<file path="config.mk">
export PLATFORM = sky130hd
export DESIGN_NAME = instr_mem_loader
export DESIGN_NICKNAME = d
export VERILOG_FILES = /design/src/rtl/riscky_loader_pkg.sv /design/src/rtl/loader_word_pack.sv /design/src/rtl/instr_mem_loader.sv
export SDC_FILE = /design/constraint.sdc
export NUM_CORES = 1
export LEC_CHECK = 0
export BUFFER_PORTS_ARGS = -buffer_cell sky130_fd_sc_hd__buf_4
export CAP_MARGIN = 20
export CORE_UTILIZATION = 45
export CTS_CLUSTER_DIAMETER = 30
export DETAILED_ROUTE_END_ITERATION = 10
export PLACE_DENSITY_LB_ADDON = 0.08
export SLEW_MARGIN = 5
export SYNTH_ARGS = -nofsm -noshare
export SYNTH_HDL_FRONTEND = slang
export SYNTH_SLANG_ARGS = --single-unit
</file>
<file path="constraint.sdc">
create_clock -name clk -period 3.11 [get_ports clk]
set_input_delay 0.933 -clock clk [delete_from_list [all_inputs] [get_ports clk]]
set_output_delay 0.933 -clock clk [all_outputs]
set_load 0.005 [all_outputs]
</file>
<file path="src/rtl/riscky_loader_pkg.sv">
// Shared types and constants for the instruction-memory loader.
// The optional checksum state exists only when LOADER_CHECKSUM_EN is defined.
package riscky_loader_pkg;

  localparam int DEPTH_DEFAULT = 1024;
  localparam int HDR_LEN       = 2;

  typedef enum logic [2:0] {
    ST_IDLE   = 3'd0,
    ST_LEN_LO = 3'd1,
    ST_LEN_HI = 3'd2,
    ST_DATA   = 3'd3,
    ST_WRITE  = 3'd4,
    ST_DONE   = 3'd5,
    ST_ERR    = 3'd6
`ifdef LOADER_CHECKSUM_EN
    ,
    ST_CHK    = 3'd7
`endif
  } state_t;

  // Word index to word-aligned byte address.
  function automatic logic [31:0] word_addr(input logic [31:0] idx);
    return {idx[29:0], 2'b00};
  endfunction

endpackage

</file>
<file path="src/rtl/loader_word_pack.sv">
// Little-endian byte-to-word packer: the first byte pushed lands in bits 7:0.
// word_full flags the push that completes the current word.
module loader_word_pack (
  input  logic        clk,
  input  logic        rst,
  input  logic        clear,
  input  logic        push,
  input  logic [7:0]  din,
  output logic [31:0] word_next,
  output logic        word_full
);

  logic [31:0] word_q;
  logic [1:0]  cnt_q;

  always_ff @(posedge clk or negedge rst) begin
    if (!rst) begin
      word_q <= '0;
      cnt_q  <= '0;
    end else if (clear) begin
      word_q <= '0;
      cnt_q  <= '0;
    end else if (push) begin
      word_q <= word_next;
      cnt_q  <= cnt_q + 2'd1;
    end
  end

  // Count wraps to zero on the fourth byte, so the next word starts clean.
  assign word_next = {din, word_q[31:8]};
  assign word_full = push && (cnt_q == 2'd3);

endmodule

</file>
<file path="src/rtl/instr_mem_loader.sv">
// Streams a length-prefixed byte image into instruction memory, holding the core in reset.
// Optional trailing XOR checksum byte is enabled by defining LOADER_CHECKSUM_EN.
module instr_mem_loader
  import riscky_loader_pkg::*;
#(
  parameter int DEPTH = DEPTH_DEFAULT
) (
  input  logic                   clk,
  input  logic                   rst,
  input  logic                   start,
  input  logic                   byte_valid,
  input  logic [7:0]             byte_data,
  output logic                   byte_ready,
  output logic                   mem_we,
  output logic [31:0]            mem_addr,
  output logic [31:0]            mem_wdata,
  output logic                   core_rst,
  output logic                   busy,
  output logic                   done,
  output logic                   err,
  output logic [$clog2(DEPTH):0] instr_count
);

  localparam int CW = $clog2(DEPTH) + 1;

  state_t                 state_q, state_d;
  logic [HDR_LEN*8-1:0]   len_q;
  logic [HDR_LEN*8-1:0]   len_hdr;
  logic [CW-1:0]          cnt_q;
  logic [31:0]            addr_q;
  logic [31:0]            wdata_q;
  logic                   accept;
  logic                   start_ok;
  logic                   last_word;
  logic                   pk_push;
  logic                   pk_full;
  logic [31:0]            pk_word;
`ifdef LOADER_CHECKSUM_EN
  logic [7:0]             csum_q;
`endif

  assign accept    = byte_valid && byte_ready;
  assign start_ok  = start && (state_q == ST_IDLE || state_q == ST_DONE || state_q == ST_ERR);
  assign len_hdr   = {byte_data, len_q[7:0]};
  assign last_word = ((32'(cnt_q) + 32'd1) == {16'd0, len_q});
  assign pk_push   = (state_q == ST_DATA) && accept;

  loader_word_pack u_pack (
    .clk       (clk),
    .rst       (rst),
    .clear     (start_ok),
    .push      (pk_push),
    .din       (byte_data),
    .word_next (pk_word),
    .word_full (pk_full)
  );

  always_comb begin
    state_d = state_q;
    case (state_q)
      ST_IDLE, ST_DONE, ST_ERR: if (start) state_d = ST_LEN_LO;
      ST_LEN_LO: if (accept) state_d = ST_LEN_HI;
      ST_LEN_HI: begin
        if (accept) begin
          if (len_hdr == '0)
`ifdef LOADER_CHECKSUM_EN
            state_d = ST_CHK;
`else
            state_d = ST_DONE;
`endif
          else if ({16'd0, len_hdr} > 32'(DEPTH))
            state_d = ST_ERR;
          else
            state_d = ST_DATA;
        end
      end
      ST_DATA: if (pk_full) state_d = ST_WRITE;
      ST_WRITE: begin
        if (last_word)
`ifdef LOADER_CHECKSUM_EN
          state_d = ST_CHK;
`else
          state_d = ST_DONE;
`endif
        else
          state_d = ST_DATA;
      end
`ifdef LOADER_CHECKSUM_EN
      ST_CHK: if (accept) state_d = (byte_data == csum_q) ? ST_DONE : ST_ERR;
`endif
      default: state_d = ST_IDLE;
    endcase
  end

  always_ff @(posedge clk or negedge rst) begin
    if (!rst) begin
      state_q <= ST_IDLE;
      len_q   <= '0;
      cnt_q   <= '0;
      addr_q  <= '0;
      wdata_q <= '0;
    end else begin
      state_q <= state_d;
      if (start_ok)
        cnt_q <= '0;
      else if (state_q == ST_WRITE)
        cnt_q <= cnt_q + CW'(1);
      if (state_q == ST_LEN_LO && accept)
        len_q[7:0] <= byte_data;
      if (state_q == ST_LEN_HI && accept)
        len_q <= len_hdr;
      // Address and data are latched on the completing byte so they hold after WRITE.
      if (pk_full) begin
        addr_q  <= word_addr(32'(cnt_q));
        wdata_q <= pk_word;
      end
    end
  end

`ifdef LOADER_CHECKSUM_EN
  always_ff @(posedge clk or negedge rst) begin
    if (!rst)
      csum_q <= '0;
    else if (start_ok)
      csum_q <= '0;
    else if (pk_push)
      csum_q <= csum_q ^ byte_data;
  end

  assign byte_ready = (state_q == ST_LEN_LO) || (state_q == ST_LEN_HI) ||
                      (state_q == ST_DATA)   || (state_q == ST_CHK);
  assign busy       = (state_q == ST_LEN_LO) || (state_q == ST_LEN_HI) ||
                      (state_q == ST_DATA)   || (state_q == ST_WRITE)  ||
                      (state_q == ST_CHK);
`else
  assign byte_ready = (state_q == ST_LEN_LO) || (state_q == ST_LEN_HI) ||
                      (state_q == ST_DATA);
  assign busy       = (state_q == ST_LEN_LO) || (state_q == ST_LEN_HI) ||
                      (state_q == ST_DATA)   || (state_q == ST_WRITE);
`endif

  assign mem_we      = (state_q == ST_WRITE);
  assign mem_addr    = addr_q;
  assign mem_wdata   = wdata_q;
  assign core_rst    = (state_q == ST_DONE);
  assign done        = (state_q == ST_DONE);
  assign err         = (state_q == ST_ERR);
  assign instr_count = cnt_q;

endmodule

</file>
==> summary by stage, run 1 <==
Setup path
The worst setup path is of the reg -> out kind. The data arrival time at the worst-slack endpoint is 1720 ps. For the worst setup path, the data required time is 2180 ps. The kind of end point of the critical path is an output pin. For this run, the slowest stage of the critical path takes 530 ps. Along the worst path, the maximum fanout reaches 14. For this design, the slowest cell found on the critical path is dfrtp_1. STA classifies the critical path startpoint as a register. The signal on the critical path passes through nor2_1 > nand2_1 > inv_2 > buf_4.

Power
The sequential cell fraction of total power is 50.9%. The internal portion of total power is 2290 uW. The fraction of power spent switching nets is 34.7%. The power density normalized to cell area is 645 nW/um^2.

Across the VDD grid, the largest voltage drop is 271 uV. The net switching power figure is 1210 uW. Summing internal, switching and leakage power gives 3500 uW. The fraction of power consumed by combinational cells is 28.4%. The part of the power in the clock network is 20.7%. The static leakage is 0.00259 uW.

Clock tree
The total of hold buffers inserted after clock tree synthesis is 0. The clock slew at the register clock pins of the worst setup and hold paths is 90 ps. The H-tree level count is 3.

The buffer levels on the longest clock path is 2. Buffers added to address setup during post-CTS repair amount to 0. In this run, CTS created clock tree buffers numbering 9.

TritonCTS built the clock tree. The later pin in the worst-skew pair is clocked with a latency of 360 ps. The tree is rooted in a clkbuf_8. The number of clock sinks is 99. Once the clock tree was built, the resizer swapped 0 gates to a different size.

Route
The routed via count divided by cell count is 5.22. The routed layout has 3302 vias. After detailed routing, the average wire length per cell comes to 15.8 um.

Once detail routing completed, the nets flagged for antenna violations numbered 0. The DRC violation count after routing is 0. The detailed-routing iteration count for the pre-antenna-repair pass is 4.

In this run, the number of DRC markers left after iteration 0 of detailed routing was 151. The final layout contains routed wiring with a total length of 9.95 mm.

Synth
Of the total synthesized cell area, the portion taken by full adders, half adders and majority gates is 0.533%. Ranked by instance count, the synthesized netlist is headed by 99 x dfrtp_1, 67 x nand2_1, 51 x mux2_2, 30 x a21oi_1, 24 x buf_4. The average size of a mapped cell is 10.9 um^2. The async set-or-reset flop fraction in the synthesized netlist is 100%. The sequential share of the synthesized area is 52.7%. The number of library cell types mapped by synthesis is 53. The mux cell area share after synthesis is 13.4%. In this run, synthesis produced a sequential element count of 99. The primary flip-flop cell chosen by synthesis mapping is dfrtp_1.

Summed over all instances, the cell type with the most area after synthesis is dfrtp_1. The synthesized netlist devotes 8.07% of its cell area to compound gates. Summed over its instances, the top area cell type makes up 52.7% of the synthesized netlist area. The most common cell in the synthesized netlist is dfrtp_1. The post-synthesis xor/xnor area fraction is 4.26%. The post-synth design cell area is 4700 um^2. The fraction of the mapped netlist area in simple logic gates is 14.1%. For this run, the number of Yosys warnings is 0.

The cell count after synthesis is 431. The count of flip-flops with a built-in enable after synthesis is 0. The combinational family with the most area after synthesis is simple AND/OR/NAND/NOR gates. By area the synthesized netlist is led by dfrtp_1 53%, mux2_2 12%, nand2_1 5.4%, buf_4 3.8%, a21oi_1 3.2%.

Final layout
The antenna diode count is 0. The post-route netlist has 30.9% of its cells at a drive strength greater than 1. The number of nets in the final layout is 509. The area added between synthesis and finish is 15.5%.

Timing
The time the final worst path needs with I/O delays and setup is 2660 ps. The number of hold-slack violations in the final timing report is 0. The worst pin sits at a relative slew slack of 66.1%. The upper clock frequency limit is 0.377 GHz. At the pin with the least slew margin, the transition time is 509 ps. The number of pins exceeding their max-slew limit in the final report was 0. The share of the clock period used by the worst path after layout is 85.4%. The total negative slack for setup checks is 0 ps. On the final layout, the worst clock skew is 11.7 ps. The setup violation total in the final timing report is 0. Setup repair after global routing left no endpoint under its margin.

Run status
The run finished with clean final reports.

Global routing
The first-pass GRT wire length is 16.8 mm. The aggregate global routing overflow is 0. For this run, the total global-route usage over all layers was measured as 19.4%. The via count of the first global-routing pass is 3170. Entering global routing, the biggest net connects 62 pins. The number of antenna violations at the first check in global routing came to 0.

Placement
The estimated wirelength of the detail-placed design is 6.78 mm. Buffers placed on the I/O ports in this run total 71. Routability-driven placement finished with a final weighted congestion of 0.820.

Floorplan
The number of rows in the core area is 36. The I/O pin count is 93. The die is 104 um wide. The region available for standard cell placement spans 9950 um^2. The die boundary height is 104 um. The starting utilization of the core area is 47.2%. The area enclosed by the die boundary is 10900 um^2.

Job
Max-cap violations in this run came to 0.

Worst hold path
The path category of the worst min-delay check is reg -> reg.
[state kept, by name, summed over array words and instances, names as in the netlist]
name	cells
mem_wdata	32
u_pack.cnt_q	2
instr_count	11
len_q	16
mem_addr	11
u_pack.word_q	24
state_q	3
[logic make-up after synthesis]
| family | Yosys count |
|---|---|
| simple gates | 137 |
| flops | 99 |
| compound gates | 62 |
| mux | 56 |
| buf+inv | 52 |
| xor+xnor | 22 |
| fa+ha+maj | 2 |
| other cells | 1 |
[path summary, 6_finish.rpt]
path                            slack (ps)      startpoint             to  cells after the start
worst max-delay path                   450      state_q[0]         mem_we                      4
worst min-delay path                   500   mem_wdata[29]  mem_wdata[29]                      1
worst max register to register         690  instr_count[3]     state_q[1]                      6
worst min register to register         500   mem_wdata[29]  mem_wdata[29]                      1
max in group asynchronous             1870             rst    mem_addr[4]                      2
min in group asynchronous              540             rst  mem_wdata[22]                      1
[cell type report]
| type | count | area [um^2] |
|---|---|---|
| inverters | 7 | 26.3 |
| flip-flops and latches | 99 | 2480 |
| repair buffers | 78 | 611 |
| clock buffers | 9 | 124 |
| fillers | 945 | 4530 |
| clock inverters | 6 | 42.5 |
| well taps | 133 | 166 |
| multi-input cells | 300 | 1980 |
[power by group through the flow]
stage | clock [uW] | combinational (uW) | sequential, uW
2_1_floorplan | 0 | 776 | 1690
3_3_place_gp | 0 | 975 | 1800
3_5_place_dp | 0 | 997 | 1810
4_1_cts | 752 | 1000 | 1780
5_1_grt | 810 | 1110 | 1820
6_report | 725 | 995 | 1780
[stage by stage]
step	std cells	hold slack [ps]	utilization [%]	setup slack (ps)	area [um^2]
6_report	632	505	54.5	454	5430
5_1_grt	632	525	54.5	352	5430
3_3_place_gp	617	480	52.8	671	5260
4_1_cts	632	511	54.5	435	5430
2_1_floorplan	451	473	-	905	4770
3_5_place_dp	617	486	52.8	633	5260
[critical path, delay by kind of cell (launching register included)]
family	cells	cell delay (ps)
buf+inv	2	350
flops	1	530
simple gates	2	490
[metal layers]
| metal | track usage, % | vias up | wire length (um) |
|---|---|---|---|
| met5 | 0 | - | 0 |
| met4 | 6.12 | 0 | 118 |
| met3 | 2.76 | 12 | 352 |
| met2 | 28.6 | 100 | 4400 |
| met1 | 29.5 | 1614 | 5080 |
| li1 | - | 1576 | - |
[layout by cell type, fill, tap and decap left out, types with 4 or more instances in the layout]
cell type	count
o21ai_0	10
nand2b_1	4
xnor2_1	14
xor2_1	7
inv_1	6
clkbuf_8	9
dfrtp_1	99
nor4_1	7
buf_4	76
a21oi_1	30
nor3_1	6
mux2_2	51
o211ai_1	4
nand3_1	6
mux2_1	5
nand2_1	67
nor2_1	20
conb_1	21
Note: power is estimated with default switching activity, not from simulation.
==> run 2, diff against run 1 <==
--- a/config.mk
+++ b/config.mk
@@ -5,8 +5,10 @@
 export SDC_FILE = /design/constraint.sdc
 export NUM_CORES = 1
 export LEC_CHECK = 0
+export ABC_AREA = 1
 export BUFFER_PORTS_ARGS = -buffer_cell sky130_fd_sc_hd__buf_4
 export CAP_MARGIN = 20
+export CORE_ASPECT_RATIO = 2
 export CORE_UTILIZATION = 45
 export CTS_CLUSTER_DIAMETER = 30
 export DETAILED_ROUTE_END_ITERATION = 10
==> run 2 against run 1 <==
  * Maximum frequency down 3.4%
  * Hold slack worse by 21 ps
  * Synthesized cell count up 18%
  * Design area up 3.4%
  * Register-to-register slack better by 360 ps
  * Die area up 0.59%
  * Count of clock-buffer cells in the layout up 1
  * Sequential cell count unchanged
  * Power up 11%
  * Largest cell class unchanged
  * Largest power group unchanged
==> summary by stage, run 2 <==
Floorplan
93 I/O pins were placed. The number of rows in the core area is 52. The starting utilization of the core area is 46.5%. The die is 74.4 um wide.

The die boundary height is 147 um. The die covers 10900 um^2. The core area is 10100 um^2.

Power
The total power of the final layout is 3880 uW. The maximum ir drop on the vdd rail is 380 uV. For this design the static power due to leakage is 0.00313 uW. The share of total power dissipated in combinational logic is 26.1%. In this run the power density over the cells is 691 nW/um^2. The clock network burns 29.0% of the power. The sequential cell fraction of total power is 44.9%. The net switching power figure is 1340 uW. The fraction of power spent switching nets is 34.5%.

The internal portion of total power is 2540 uW.

Route
The DRC violation count after routing is 0. In the final routed layout, each cell accounts on average for 14.6 um. The initial DRC count is 110. The detail route stage leaves a number of antenna-violating nets equal to 0. The detailed-routing iteration count for the pre-antenna-repair pass is 4.

The total wire length after detailed routing is 10.5 mm. The routed via count divided by cell count is 4.93. The via count of the routed design is 3556.

Synth
After synthesis, the cell types taking the most area are dfrtp_1 53%, nand2_1 8.4%, mux2_4 6.4%, inv_1 5.6%, o21ai_0 4.8%. Counting flops with a built-in enable in the synthesized netlist gives 0. Among all cell types in the netlist, the one instantiated most often is nand2_1. Yosys printed 0 warnings.

The area share of the largest cell type after synthesis is 52.5%. After synthesis the cells add up to 4720 um^2. A synthesized cell averages 9.28 um^2. Ranked by instance count, the synthesized netlist is headed by 105 x nand2_1, 99 x dfrtp_1, 70 x inv_1, 45 x o21ai_0, 30 x nor2_1. In the synthesized netlist the async set-or-reset flop fraction comes to 100%. The number of library cell types mapped by synthesis is 34. The flip-flop and latch count after synthesis is 99.

Counting every instance in the synthesized netlist gives 508. The sequential share of the synthesized area is 52.5%. The largest area contributor in the netlist is dfrtp_1.

The primary flip-flop cell chosen by synthesis mapping is dfrtp_1.

Clock tree
The number of gates resized after cts is 0. The TritonCTS clock tree is done. At the later pin of the worst-skew pair, clock insertion delay measures 340 ps. The total of hold buffers inserted after clock tree synthesis is 0. The CTS buffer count is 9. Clock tree synthesis found a total of 99 sinks. Clock tree synthesis selected as its root buffer the cell clkbuf_16. The post-CTS setup buffer count is 0. The clock slew at the register clock pins of the worst setup and hold paths is 70 ps.

The buffer levels on the longest clock path is 2. The H-tree level count is 3.

Final layout
In the final design database the tool counted 595 nets. The repair_antennas step left the layout with diodes totalling 0. The finished cells cover 5610 um^2. Of the cells placed in the final design, the portion with a size suffix greater than 1 is 22.9%. The leading cell type in the layout, fill and taps excluded is nand2_1.

The number of flip-flops under the largest register name is 32. In the layout the commonest cells are 105 x nand2_1, 99 x dfrtp_1, 77 x buf_4. The area added between synthesis and finish is 19.0%.

Global routing
The first-pass GRT wire length is 17.1 mm. The via count of the first global-routing pass is 3541. Global routing used 20.8% of the available tracks.

The number of antenna violations at the first check in global routing was 0. Entering global routing, the biggest net connects 65 pins. The total overflow left after global routing is 0.

Setup path
The sort of element at the start of the critical path is a register. The kind of end point of the critical path is an output pin. The classification of the worst setup path is reg -> out. The required time at the worst-slack endpoint is 2180 ps. STA puts the critical path data arrival time at 1820 ps. The highest net fanout along the worst path is 9.

Timing
In this run the tightest slew margin relative to its limit is 34.3%. Hold timing on the final database bottoms out at a slack of 484 ps. Across the routed clock network, the largest skew measured is 6.24 ps. Setup repair after global routing left no endpoint under its margin. In the final timing run, aggregate negative setup slack is 0 ps. The upper clock frequency limit is 0.364 GHz.

The number of hold-slack violations in the final timing report is 0. Setup violations remaining at the end of the flow were counted as 0. For the pin with the worst max-slew slack, the measured transition is 985 ps.

The number of pins exceeding their max-slew limit in the final report is 0. The routed design could run at a clock period as short as 2750 ps. The share of the clock period used by the worst path after layout is 88.4%.

Placement
The weighted congestion at the end of routability-driven global placement is 0.836. The estimated wirelength of the detail-placed design is 7.87 mm. The count of buffers from port buffering is 71. The cell area after placement is 5310 um^2.

Worst hold path
The path category of the worst min-delay check is reg -> reg.

Run status
The flow ran to the end, and the final reports show no timing, DRC or antenna violations.

Job
Across the run, the number of max-cap violations was 0.
==> run 2: cell count changes after synthesis, moves of 22 or more <==
cell | before | now
mux2_2 | 51 | 1
a22oi_1 | 0 | 26
nand2_1 | 67 | 105
o21ai_0 | 10 | 45
inv_1 | 6 | 70
a21oi_1 | 30 | 8
==> run 2: cell type report <==
type | count | area (um^2)
fill | 937 | 4540
timing repair buffer | 78 | 598
tap | 135 | 169
clock inverter | 6 | 71.3
sequential | 99 | 2480
clock buffer | 10 | 229
multi-input combinational | 317 | 1780
inverter | 76 | 287
==> run 2: through the flow <==
step / setup slack (ps) / utilization (%) / cells
global route: 276 / 55.3 / 721
detailed placement: 711 / 52.3 / 705
floorplan: 956 / - / 528
global placement: 709 / 52.3 / 705
finish: 361 / 55.3 / 721
CTS: 332 / 55.3 / 721
==> run 2: worst max-delay path: stages, from the launching register on <==
cell,delay (ps)
dfrtp_1,490
nand2_1,330
inv_1,210
or2_2,310
buf_4,140
==> run 2: routing by layer <==
layer	GRT usage [%]	wire length, um	vias to the layer above
met3	3.43	355	24
met1	23.1	4030	1698
met5	0	0	-
met2	35.9	5660	97
li1	-	-	1737
met4	12.3	467	0
==> run 2: logic make-up (layout without fill, tap and decap cells) <==
family / count (synthesis) / count (layout) / synth area share [%]
adder cells (fa/ha/maj): 2 / 2 / 0.531
AO/OA/AOI/OAI: 84 / 84 / 10.6
XOR/XNOR: 3 / 3 / 0.557
AND/OR/NAND/NOR: 182 / 182 / 16.9
buffers and inverters: 112 / 170 / 11.3
multiplexers: 25 / 25 / 7.56
flip-flops: 99 / 99 / 52.5
other: 1 / 21 / 0.0795
==> run 2: final timing paths <==
kind / slack (ps) / start / cells past startpoint / to
worst max-delay path: 360 / state_q[2] / 4 / busy
worst min-delay path: 480 / mem_addr[2] / 2 / mem_addr[2]
worst max register to register: 1050 / state_q[1] / 9 / u_pack.word_q[17]
worst min register to register: 480 / mem_addr[2] / 2 / mem_addr[2]
max in group asynchronous: 1860 / rst / 2 / u_pack.word_q[23]
min in group asynchronous: 550 / rst / 1 / mem_wdata[22]
==> run 2: power groups by stage <==
| stage | sequential [uW] | combinational [uW] | clock, uW |
|---|---|---|---|
| after floorplan | 1690 | 749 | 0 |
| after global placement | 1760 | 1000 | 0 |
| after detailed placement | 1760 | 1030 | 0 |
| after CTS | 1740 | 1030 | 1160 |
| after global routing | 1770 | 1170 | 1210 |
| final | 1740 | 1010 | 1130 |
==> run 3, diff against run 2 <==
--- a/config.mk
+++ b/config.mk
@@ -16,4 +16,5 @@
 export SLEW_MARGIN = 5
 export SYNTH_ARGS = -nofsm -noshare
 export SYNTH_HDL_FRONTEND = slang
+export SYNTH_HIERARCHICAL = 1
 export SYNTH_SLANG_ARGS = --single-unit
==> run 3 against run 2 <==
  * Global-route usage rose by 2.3 points
  * Sequential share of layout area down 0.61 points
  * Die area up 3.2%
  * Combinational power about the same
  * Power rose by 3.6%
  * Critical path depth is 1 higher
  * Wire length increased by 14%
  * Non-clock buffer count down 1
  * Register-to-register slack got worse by 130 ps
  * Design area up 1.4%
  * Via count up 8.9%
  * Critical path type unchanged
  * Largest cell class unchanged
  * Highest routed layer unchanged
==> summary by stage, run 3 <==
Run status
The run finished with clean final reports.

Setup path
The cell class contributing the biggest share of worst-path delay is buffers and inverters. The critical path goes through nor2_1 > nand2_1 > inv_1 > buf_4 > buf_4. On the worst path, the slowest cell contributes a delay of 450 ps. The highest net fanout along the worst path is 13.

The cell seen most often among critical-path stages is buf_4. The classification of the worst setup path is reg -> out. The sort of element at the start of the critical path is a register.

The cell with the largest stage delay on the worst path is dfrtp_1. The required time at the worst-slack endpoint is 2180 ps. STA puts the critical path data arrival time at 1730 ps. The number of buffers and inverters on the critical path is 3. The kind of end point of the critical path is an output pin.

Placement
The estimated wirelength of the detail-placed design is 8.88 mm. The weighted congestion at the end of routability-driven global placement is 0.829. During placement, the flow inserted port buffers numbering 71.

Global routing
The number of antenna violations at the first check in global routing is 0. Entering global routing, the biggest net connects 50 pins. The via count of the first global-routing pass came to 3796. Summed over all layers, the global routing overflow is 0.

Global routing consumed, over all layers together, 23.1% of the routing resources. The first global-routing pass estimated 19.0 mm of wire.

Route
Once detail routing completed, the nets flagged for antenna violations numbered 0. For this run, design rule violations remaining after detail routing come to 0. The final route contains 3873 vias. The initial DRC count is 122.

For this run, the detailed router's first-pass iteration total came to 4. In the routed layout, each cell is associated on average with a via count of 4.84. The final layout contains routed wiring with a total length of 12.0 mm. After detailed routing, the average wire length per cell comes to 15.0 um.

Synth
Sequential elements use 50.9% of the synthesized area. The count of flip-flops with a built-in enable after synthesis is 0. The mux cell area share after synthesis is 0%. The cell count after synthesis is 601. The largest area contributor in the netlist is dfrtp_1. The netlist uses 31 different library cells. The post-synth design cell area is 4870 um^2. A synthesized cell averages 8.10 um^2. Yosys instantiated no cell more often than nand2_1. The async set-or-reset flop fraction in the synthesized netlist is 100%. The fraction of the mapped netlist area in simple logic gates is 32.1%.

Sorting the synthesized cells by area gives the leading types as dfrtp_1 51%, nand2_1 20%, buf_4 4.8%, nand3_2 4.1%, o21ai_0 3.7%. The flip-flop and latch count after synthesis is 99. The synthesized netlist devotes 0.514% of its cell area to adder and majority cells.

The combinational family with the most area after synthesis is simple AND/OR/NAND/NOR gates. Summing the areas of all xor and xnor instances in the mapped netlist gives 0% of the synthesized area. Among all flip-flop cells after synthesis, the most frequent one is dfrtp_1. Ranked by instance count, the synthesized netlist is headed by 255 x nand2_1, 99 x dfrtp_1, 48 x inv_1, 36 x o21ai_0, 31 x buf_4.

The number of warnings printed during yosys synthesis is 6. Summing the areas of all compound-gate instances in the mapped netlist gives 5.06% of the synthesized area. Of the post-synthesis cell area, the dominant cell type holds 50.9%.

Timing
The number of pins exceeding their max-slew limit in the final report is 0. The upper clock frequency limit is 0.376 GHz. Setup repair after global routing left no endpoint under its margin. In this run the tightest slew margin relative to its limit is 54.3%.

The share of the clock period used by the worst path after layout is 85.5%. The number of hold-slack violations in the final timing report is 0. Counting I/O delays and the setup requirement, the final critical path takes 2660 ps. For the pin with the worst max-slew slack, the measured transition is 684 ps.

The total negative slack for setup checks is 0 ps. The clock arrives with 6.44 ps of skew. Setup violations remaining at the end of the flow were counted as 0.

Clock tree
Clock tree synthesis selected as its root buffer the cell clkbuf_16. Post-CTS repair changed the size of 0 cells. The buffer levels on the longest clock path is 2.

The post-CTS setup buffer count is 0. The clock insertion delay at the later pin of the skew report is 350 ps. Clock-pin slew was measured on the worst setup and hold paths at 70 ps.

TritonCTS built the clock tree. The tree built by TritonCTS fans out to 99 sinks. The CTS buffer count is 9. The H-tree was split into 3 levels. Hold repair after CTS inserted 0 buffers.

Power
The total power of the final layout is 4020 uW. The analysis attributes to cell leakage a power of 0.00313 uW. The worst-case IR drop observed on VDD is 305 uV. The power density normalized to cell area is 706 nW/um^2.

Final layout
In the final design database the tool counted 672 nets. The area added between synthesis and finish is 16.9%. Measured on the finished design, the core utilization comes to 54.0%. The area taken by flip-flops and latches is 2480 um^2. The register with the most flip-flops in the layout has 32 of them. The post-route netlist has 19.2% of its cells at a drive strength greater than 1. The leading cell type in the layout, fill and taps excluded is nand2_1.

The layout filler cell count is 1010. The combined area of the multi-input logic cells is 1920 um^2. The repair_antennas step left the layout with diodes totalling 0. Leaving out fill and tap cells, the most frequent cells in the layout are 255 x nand2_1, 99 x dfrtp_1, 76 x buf_4.

Floorplan
The area enclosed by the die boundary is 11300 um^2. For this configuration, the core starts out at a cell density of 46.2%. Row generation in the floorplan step produced 53 rows. The die width is 75.6 um.

The I/O pin count is 93. The core area is 10500 um^2. The die boundary height is 149 um.

Job
The number of maximum-capacitance constraint violations is 0.

Worst hold path
The tightest min-delay check is of the in -> async type.
[run 3: changes by cell type after synthesis, moves of 4 or more]
cell | before | now
inv_1 | 70 | 48
o21ai_0 | 45 | 36
buf_6 | 3 | 7
mux2_1 | 4 | 0
nand2_1 | 105 | 255
nand3_2 | 0 | 20
buf_4 | 22 | 31
mux2_4 | 20 | 0
a22oi_1 | 26 | 1
clkbuf_1 | 7 | 11
inv_2 | 5 | 1
[run 3: power by group]
group | leakage, uW | total [uW] | internal (uW) | switching [uW]
Clock | 0.000167 | 1280 | 790 | 493
Combinational | 0.00161 | 1030 | 351 | 681
Sequential | 0.00135 | 1700 | 1490 | 211
Total | 0.00313 | 4020 | 2630 | 1390
[run 3: routing by layer]
layer  vias up  GRT usage, %  share of wire [%]
li1       1932             -                  -
met1      1837          24.4                 36
met2        78          42.2                 58
met3        26          3.51                2.6
met4         0          11.9                3.4
met5         -             0                  0
[run 3: layout make-up]
cell class,count,area share [%]
Clock buffer,10,4.02
Clock inverter,6,1.98
Inverter,50,3.34
Multi-Input combinational cell,421,33.7
Sequential cell,99,43.5
Tap cell,137,3.01
Timing Repair Buffer,77,10.4
[run 3: logic make-up after synthesis]
logic type	after synthesis
AOI/OAI and AO/OA	47
adders and majority gates	2
buffers and inverters	101
DFF	99
other	1
and+or+nand+nor	351
[run 3: through the flow]
stage / worst slack, ps / cells / cell area, um^2 / hold slack [ps]
floorplan: 694 / 621 / 4950 / 442
global placement: 699 / 784 / 5350 / 456
detailed placement: 653 / 784 / 5350 / 462
CTS: 455 / 800 / 5690 / 459
global route: 377 / 800 / 5690 / 475
finish: 451 / 800 / 5690 / 464
[run 3: worst paths after layout]
kind / from / end / slack, ps / cells after the start
setup / recovery: state_q[1] / mem_we / 450 / 5
hold / removal: rst / mem_addr[10] / 460 / 1
setup reg to reg: state_q[1] / u_pack/word_q[12] / 920 / 8
hold reg to reg: mem_wdata[5] / mem_wdata[5] / 480 / 2
max in group asynchronous: rst / u_pack/word_q[10] / 1910 / 2
min in group clk: mem_wdata[5] / mem_wdata[5] / 480 / 2
[run 3: worst register-to-register path: cells and delay by family, from the launching register on]
| family | cells | cell delay (ps) |
|---|---|---|
| AND/OR/NAND/NOR | 5 | 1030 |
| flip-flops | 1 | 450 |
| buffers and inverters | 2 | 410 |
| AO/OA/AOI/OAI | 1 | 180 |
